**src/rtl/array_stream_reader.sv**
```systemverilog
// Snapshots a packed element array on start and streams it out one element per
// valid/ready handshake. Optional zero-skipping is enabled by ARRAY_READER_SKIP_ZERO_EN.
module array_stream_reader #(
    parameter int ELEMENTS = 16,
    parameter int WIDTH    = 32,
    localparam int IDX_W   = (ELEMENTS > 1) ? $clog2(ELEMENTS) : 1
) (
    input  logic                             clock,
    input  logic                             reset_n,
    input  logic [ELEMENTS-1:0][WIDTH-1:0]   array,
    input  logic                             start,
    input  logic                             abort,
    output logic                             out_valid,
    input  logic                             out_ready,
    output logic [WIDTH-1:0]                 out_element,
    output logic [IDX_W-1:0]                 out_index,
    output logic                             out_last,
    output logic                             busy,
    output logic                             done
);

    typedef enum logic [1:0] {
        ST_IDLE   = 2'd0,
        ST_STREAM = 2'd1,
        ST_DONE   = 2'd2
    } state_t;

    state_t                         state_q, state_d;
    logic [ELEMENTS-1:0][WIDTH-1:0] snap_q, snap_d;
    logic [IDX_W-1:0]               idx_q, idx_d;
    logic [WIDTH-1:0]               elem_q, elem_d;
    logic                           last_q, last_d;
    logic                           valid_q, valid_d;
    logic                           busy_q, busy_d;
    logic                           done_q, done_d;

    logic                           first_found_s;
    logic [IDX_W-1:0]               first_idx_s;
    logic                           first_last_s;
    logic [IDX_W-1:0]               next_idx_s;
    logic                           next_last_s;

`ifdef ARRAY_READER_SKIP_ZERO_EN
    // Lowest nonzero index at or above lo; MSB of the result flags a hit.
    function automatic logic [IDX_W:0] find_nz(input logic [ELEMENTS-1:0][WIDTH-1:0] arr,
                                               input logic [IDX_W:0] lo);
        logic [IDX_W:0] res;
        res = {(IDX_W+1){1'b0}};
        for (int i = ELEMENTS - 1; i >= 0; i--) begin
            if ((i >= int'(lo)) && (arr[i] != {WIDTH{1'b0}})) begin
                res = {1'b1, IDX_W'(i)};
            end
        end
        return res;
    endfunction

    logic [IDX_W:0] first_s, after_first_s, next_s, after_next_s;

    // Priority lookups for the first element of a new stream and the successor of idx.
    always_comb begin
        first_s       = find_nz(array, {(IDX_W+1){1'b0}});
        after_first_s = find_nz(array, {1'b0, first_s[IDX_W-1:0]} + (IDX_W+1)'(1));
        next_s        = find_nz(snap_q, {1'b0, idx_q} + (IDX_W+1)'(1));
        after_next_s  = find_nz(snap_q, {1'b0, next_s[IDX_W-1:0]} + (IDX_W+1)'(1));
        first_found_s = first_s[IDX_W];
        first_idx_s   = first_s[IDX_W-1:0];
        first_last_s  = ~after_first_s[IDX_W];
        next_idx_s    = next_s[IDX_W-1:0];
        next_last_s   = ~after_next_s[IDX_W];
    end
`else
    // Dense streaming: indices simply run 0..ELEMENTS-1.
    always_comb begin
        first_found_s = 1'b1;
        first_idx_s   = {IDX_W{1'b0}};
        first_last_s  = (ELEMENTS == 1);
        next_idx_s    = idx_q + IDX_W'(1);
        next_last_s   = (next_idx_s == IDX_W'(ELEMENTS - 1));
    end
`endif

    // Next-state and next-output logic; outputs are computed one cycle ahead and registered.
    always_comb begin
        state_d = state_q;
        snap_d  = snap_q;
        idx_d   = idx_q;
        elem_d  = elem_q;
        last_d  = last_q;
        valid_d = 1'b0;
        busy_d  = 1'b0;
        done_d  = 1'b0;
        case (state_q)
            ST_IDLE: begin
                if (start) begin
                    snap_d = array;
                    busy_d = 1'b1;
                    if (first_found_s) begin
                        state_d = ST_STREAM;
                        idx_d   = first_idx_s;
                        elem_d  = array[first_idx_s];
                        last_d  = first_last_s;
                        valid_d = 1'b1;
                    end else begin
                        state_d = ST_DONE;
                        done_d  = 1'b1;
                    end
                end else begin
                    state_d = ST_IDLE;
                end
            end
            ST_STREAM: begin
                if (abort) begin
                    state_d = ST_IDLE;
                end else if (out_ready && last_q) begin
                    state_d = ST_DONE;
                    busy_d  = 1'b1;
                    done_d  = 1'b1;
                end else if (out_ready) begin
                    idx_d   = next_idx_s;
                    elem_d  = snap_q[next_idx_s];
                    last_d  = next_last_s;
                    valid_d = 1'b1;
                    busy_d  = 1'b1;
                end else begin
                    valid_d = 1'b1;
                    busy_d  = 1'b1;
                end
            end
            ST_DONE: begin
                state_d = ST_IDLE;
            end
            default: begin
                state_d = ST_IDLE;
            end
        endcase
    end

    // State, snapshot and registered output flops.
    always_ff @(posedge clock or negedge reset_n) begin
        if (!reset_n) begin
            state_q <= ST_IDLE;
            snap_q  <= {(ELEMENTS*WIDTH){1'b0}};
            idx_q   <= {IDX_W{1'b0}};
            elem_q  <= {WIDTH{1'b0}};
            last_q  <= 1'b0;
            valid_q <= 1'b0;
            busy_q  <= 1'b0;
            done_q  <= 1'b0;
        end else begin
            state_q <= state_d;
            snap_q  <= snap_d;
            idx_q   <= idx_d;
            elem_q  <= elem_d;
            last_q  <= last_d;
            valid_q <= valid_d;
            busy_q  <= busy_d;
            done_q  <= done_d;
        end
    end

    assign out_valid   = valid_q;
    assign out_element = elem_q;
    assign out_index   = idx_q;
    assign out_last    = last_q;
    assign busy        = busy_q;
    assign done        = done_q;

endmodule

```
**config.mk**
```make
export PLATFORM = sky130hd
export DESIGN_NAME = array_stream_reader
export DESIGN_NICKNAME = d
export VERILOG_FILES = /design/src/rtl/array_stream_reader.sv
export SDC_FILE = /design/constraint.sdc
export NUM_CORES = 1
export LEC_CHECK = 0
export BUFFER_PORTS_ARGS = -buffer_cell sky130_fd_sc_hd__buf_2
export CORE_MARGIN = 5
export CORE_UTILIZATION = 35
export CTS_CLUSTER_DIAMETER = 30
export DETAILED_ROUTE_END_ITERATION = 6
export PLACE_DENSITY = 0.67
export SYNTH_ARGS = -nofsm -noshare
export SYNTH_HDL_FRONTEND = slang
export SYNTH_SLANG_ARGS = --single-unit
```
**constraint.sdc**
```tcl
create_clock -name clock -period 2.4 [get_ports clock]
set_input_delay 0.48 -clock clock [delete_from_list [all_inputs] [get_ports clock]]
set_output_delay 0.48 -clock clock [all_outputs]
set_load 0.03 [all_outputs]
```
== Word level (Yosys, flattened, before mapping) ==
Index checks and enable logic that the tools add are counted.

* Register bits after elaboration: 554
* Output and inout port bits: 40

* Mux-type cells: 30
* $add $sub $neg: 1
* Reduce and logical (&&, ||, !) cells: 5
* Equal/unequal tests: 7
* Magnitude comparators: 1

{| class="wikitable"
|+ Operator list
! cell !! count
|-
| two-way mux 32 bit || 5
|-
| binary-select mux 32 bit (select 4 bit) || 1
|-
| case mux 32 bit (2 select lines) || 1
|-
| two-way mux 4 bit || 4
|-
| two-way mux 1 bit || 12
|-
| != test 2 bit (second input constant) || 4
|-
| case mux 4 bit (2 select lines) || 1
|-
| case mux 1 bit (2 select lines) || 3
|-
| < comparator 4 x 5 -> 1 bit (second input constant) || 1
|-
| AND reduction 5 bit || 1
|-
| adder 4 x 1 -> 4 bit (second input constant) || 1
|-
| == test 4 bit (second input constant) || 1
|-
| two-way mux 2 bit || 2
|-
| case mux 2 bit (2 select lines) || 1
|-
| != test 3 bit (second input constant) || 1
|-
| == test 2 x 1 -> 1 bit (second input constant) || 1
|-
| logical NOT 2 bit || 1
|-
| AND reduction 2 bit || 1
|-
| nonzero test 2 bit || 1
|-
| logical AND 1 bit || 1
|}

== Logic depth before layout (Yosys ltp) ==
* Depth in word-level cells: 7
* Mapped depth: 12

== Least setup slack after synthesis ==
No wires, ideal clock.

* Path kind: flip-flop to flip-flop
* Start point: reg idx_q[0] (netlist: out_index[0])
* End point: reg elem_q[2] (netlist: out_element[2])
* Cell stages (with the launch flop): 12
* Slack: -459 ps
* Period minus slack after synthesis: 2859 ps
* Buffers on the path: 5
* Required time: 2275 ps
* Arrival: 2734 ps
* Cells stage by stage: dfrtp_1 buf_6 buf_6 buf_2 inv_1 ha_1 buf_2 clkbuf_1 mux4_2 mux2_2 a21oi_1 a21oi_1

* Cells in the longest elaborated chain, start to end: 7

{| class="wikitable"
|+ Ends and longest elaborated chain
! element !! line !! text
|-
| from (decl) || 30 || <nowiki>logic [IDX_W-1:0] idx_q, idx_d;</nowiki>
|-
| from (signal assigned) || 143 || <nowiki>idx_q <= {IDX_W{1'b0}};</nowiki>
|-
| from (signal assigned) || 152 || <nowiki>idx_q <= idx_d;</nowiki>
|-
| adder 4 x 1 -> 4 bit || 77 || <nowiki>next_idx_s = idx_q + IDX_W'(1);</nowiki>
|-
| binary-select mux 32 bit (select 4 bit) || 120 || <nowiki>elem_d = snap_q[next_idx_s];</nowiki>
|-
| two-way mux 32 bit (not written as such) || 120 ||
|-
| two-way mux 32 bit || 118 || <nowiki>end else if (out_ready) begin</nowiki>
|-
| two-way mux 32 bit || 114 || <nowiki>end else if (out_ready && last_q) begin</nowiki>
|-
| two-way mux 32 bit || 112 || <nowiki>if (abort) begin</nowiki>
|-
| case mux 32 bit (2 select lines) || 92 || <nowiki>case (state_q)</nowiki>
|-
| to (signal assigned) || 144 || <nowiki>elem_q <= {WIDTH{1'b0}};</nowiki>
|-
| to (signal assigned) || 153 || <nowiki>elem_q <= elem_d;</nowiki>
|-
| to (decl) || 31 || <nowiki>logic [WIDTH-1:0] elem_q, elem_d;</nowiki>
|}

Every way passes these cells. The select of a mux whose other input is x is not followed.
A chain may end at the register's enable or synchronous reset.

== Final worst setup path ==
* Start point: reg idx_q[0] (netlist: out_index[0])
* End point: reg elem_q[23] (netlist: out_element[23])

The elaborated chain is that of the path after synthesis.

==> results.md <==
- Post-Syn Area: 24900 sq um
- DRT antenna net count: 0
- Synth-to-Final Area Change: 47.1%
- Max-slew violation count: 0
- RSZ-0062 raised after global routing: no
- Number of CTS-inserted buffers: 119
- I/O Buffers: 556
- Residual DRC: 0
- Die Area: 76700 sq um
- Grt ovf: 0
- Fillers: 6179
- Clock Tree Buf Depth: 3
- Syn avg cell area: 9.54 sq um
- Hold endpoint: snap_q[202]$_DFFE_PN0P_
- Area leader, netlist: dfrtp_1
- 1st-pass router iterations: 5
- Cell with the most instances after synthesis: nand2_1
- RR Startpoint: out_index[0]$_DFFE_PN0P_
- Relative slew slack: 0.481
- Die height: 277 microns
- CTS clock-pin slew for the worst setup and hold paths: 0.05 ns
- CTS tree: done
- R2R cell count: 8
- Vias: 22.3k
- Routed wire length: 92.1 mm
- Share of cells above drive strength 1: 0.299
- Min Tclk post-route: 2.33 ns
- Worst path arrival time: 2.85 ns
- Final hold vios: 0
- Final HPWL DP: 62.6 mm
- Initial Util: 0.354
- Simple-gate share of the synthesized area: 0.242
- FFs w/ async S/R, synth: 1.00
- Post-synthesis compound-gate area fraction: 0.0267
- Largest family of logic cells by synthesized area: simple AND/OR/NAND/NOR gates
- Post-Syn Instances: 2615
- Clk_lat worst skew: 0.67 ns
- Post-Route Skew: 0.0307 ns
- Max_cap viols: 0
- Post-synth EDFFs: 0
- Post-synth cell types: 31
- # rows: 97
- GR Util All Layers: 0.227
- RR Endpoint: out_element[23]$_DFFE_PN0P_
- Vias in the first global route: 23.2k
- HP Start: array[202]
- Ys flop type: dfrtp_1
- 1st-iter DRT viols: 1941
- Wirelength per Cell: 20.4 microns
- Sink Count: 554
- Die X: 277 microns
- Startpoint types: flop
- # IOs: 557
- Power Density: 1090 nW/um^2
- Hold Path Class: input pin to flop
- Root Driver: clkbuf_16
- Fmax: 0.429 GHz
- Syn Nets: 3134
- DR vias/cell: 4.94
- Placer Congestion: 0.911
- Max IR drop VDD: 0.649 mV
- Crit. End Element: flop
- R2r setup slk: 0.07 ns
- P_leak: 19.0 nW
- Setup-failing EPs final: 0
- Post-Synth XOR/XNOR Area: 0.000702
- Top post-synthesis cells by count: nand2_1 (1511), dfrtp_1 (554), mux4_2 (128)
- Period utilisation layout: 0.972
- Mux contribution to synthesized area: 0.143
- Critical path class: flop to flop
- Status: finished clean
- Flops & latches, synth: 554
- Core area: 70400 sq um
- H-Tree Level Count: 3
- Slew @ Worst Pin: 0.779 ns
- Critical Path RT: 2.92 ns
- CP Max Fanout: 30
- Final Util: 0.521
- Global-route wire length before repair: 136 mm
- YS warnings: 0
- Initial antenna violation count: 12
- Pin count of the biggest net entering global routing: 105
- Sequential fraction of the synthesis area: 0.556
- Nets: 3987
- Post-synth top area share: 0.556
- Largest cells by area after synthesis: dfrtp_1 (56%), nand2_1 (23%), mux4_2 (12%), clkbuf_1 (1.5%), mux2_2 (1.4%)
- Setup TNS: 0 ns
- Post-Synth Adder-Cell Area: 0.00100
- Hold depth: 3
## cell type report
type	count	area, sq um	area share
Timing Repair Buffer	903	6660	0.181
Clock inverter	94	1450	0.0394
Inverter	2	7.51	0.000205
Sequential cell	554	13900	0.378
Tap cell	940	1180	0.0320
Clock buffer	132	3130	0.0852
Antenna cell	9	22.5	0.000614
Multi-Input combinational cell	1888	10400	0.283
## registers in the layout, summed over array words and instances, names as in the netlist
name	flops
snap_q	512
out_element	32
out_index	4
state_q	2
busy	1
done	1
out_last	1
out_valid	1
## power by group
| part | switching, mW | internal, mW |
|---|---|---|
| sequential | 1.34 | 11.3 |
| combinational | 4.64 | 4.17 |
| clock | 5.84 | 12.6 |
| total | 11.8 | 28.2 |
## placed cells by master, fill, tap and decap left out, types with 3 or more instances in the layout
cell / instances
a21oi_1: 60
a2bb2oi_1: 30
buf_12: 38
buf_16: 5
buf_2: 555
buf_4: 62
buf_6: 3
bufinv_16: 29
clkbuf_1: 4
clkbuf_16: 125
clkbuf_8: 8
clkinv_2: 9
clkinv_4: 14
clkinvlp_4: 14
dfrtp_1: 553
diode_2: 9
dlygate4sd3_1: 234
inv_6: 20
inv_8: 4
mux2_2: 32
mux2i_1: 29
mux2i_2: 3
mux4_2: 128
nand2_1: 1511
nand3_1: 32
nor2_1: 32
o21ai_0: 4
o21ai_1: 5
## worst max-delay path by stage
| stage | startpoint | endpoint | slack (ns) | cells after the start |
|---|---|---|---|---|
| 2_1_floorplan | out_index[0]$_DFFE_PN0P_ | out_element[14]$_DFFE_PN0P_ | 0.006 | 11 |
| 4_1_cts | out_index[0]$_DFFE_PN0P_ | out_element[12]$_DFFE_PN0P_ | 0.0005 | 6 |
| 6_report | out_index[0]$_DFFE_PN0P_ | out_element[23]$_DFFE_PN0P_ | 0.07 | 8 |
| 5_1_grt | out_index[0]$_DFFE_PN0P_ | out_element[22]$_DFFE_PN0P_ | 0.01 | 9 |
| 3_3_place_gp | out_index[0]$_DFFE_PN0P_ | out_element[12]$_DFFE_PN0P_ | 0.03 | 6 |
| 3_5_place_dp | out_index[0]$_DFFE_PN0P_ | out_element[12]$_DFFE_PN0P_ | -0.004 | 6 |
## per-stage QoR
stage / area (sq um) / power, mW / hold slack, ns / cells / worst slack (ns)
finish: 36700 / 40.0 / 0.0304 / 4522 / 0.0673
floorplan: 25000 / 17.5 / 0.184 / 2615 / 0.00552
detailed placement: 29400 / 20.8 / 0.457 / 4038 / -0.00363
global placement: 29400 / 20.6 / 0.452 / 4038 / 0.0327
global route: 36700 / 41.7 / 0.0207 / 4520 / 0.0106
CTS: 36300 / 39.8 / 0.000689 / 4498 / 0.000470
## logic make-up after synthesis
group | count (synthesis)
AND/OR/NAND/NOR | 1585
AO/OA/AOI/OAI | 106
flip-flops | 554
multiplexers | 192
XOR/XNOR | 2
buffers and inverters | 174
adder cells (fa/ha/maj) | 2
## layer usage
metal | routed length [microns] | vias to the layer above | GRT usage
met5 | 55 | - | 0
met4 | 3670 | 8 | 0.0970
met3 | 7200 | 212 | 0.0533
met2 | 41100 | 1057 | 0.339
met1 | 40100 | 10900 | 0.321
li1 | - | 10200 | -
## critical path: stages (launching register included)
cell       delay [ns]
dfrtp_4          0.47
inv_1            0.09
ha_4             0.38
clkbuf_16        0.29
mux4_2           0.34
mux2i_1          0.17
buf_4            0.17
a2bb2oi_1        0.19
a21oi_1          0.09
## repair_timing
item	CTS	global route
buffers inserted	0	8
hold buffers	234	0
endpoints found under the setup margin	0	18
endpoints found under the hold margin	264	0
resized for setup	0	13
No activity file was read; power rests on OpenSTA's default activity.
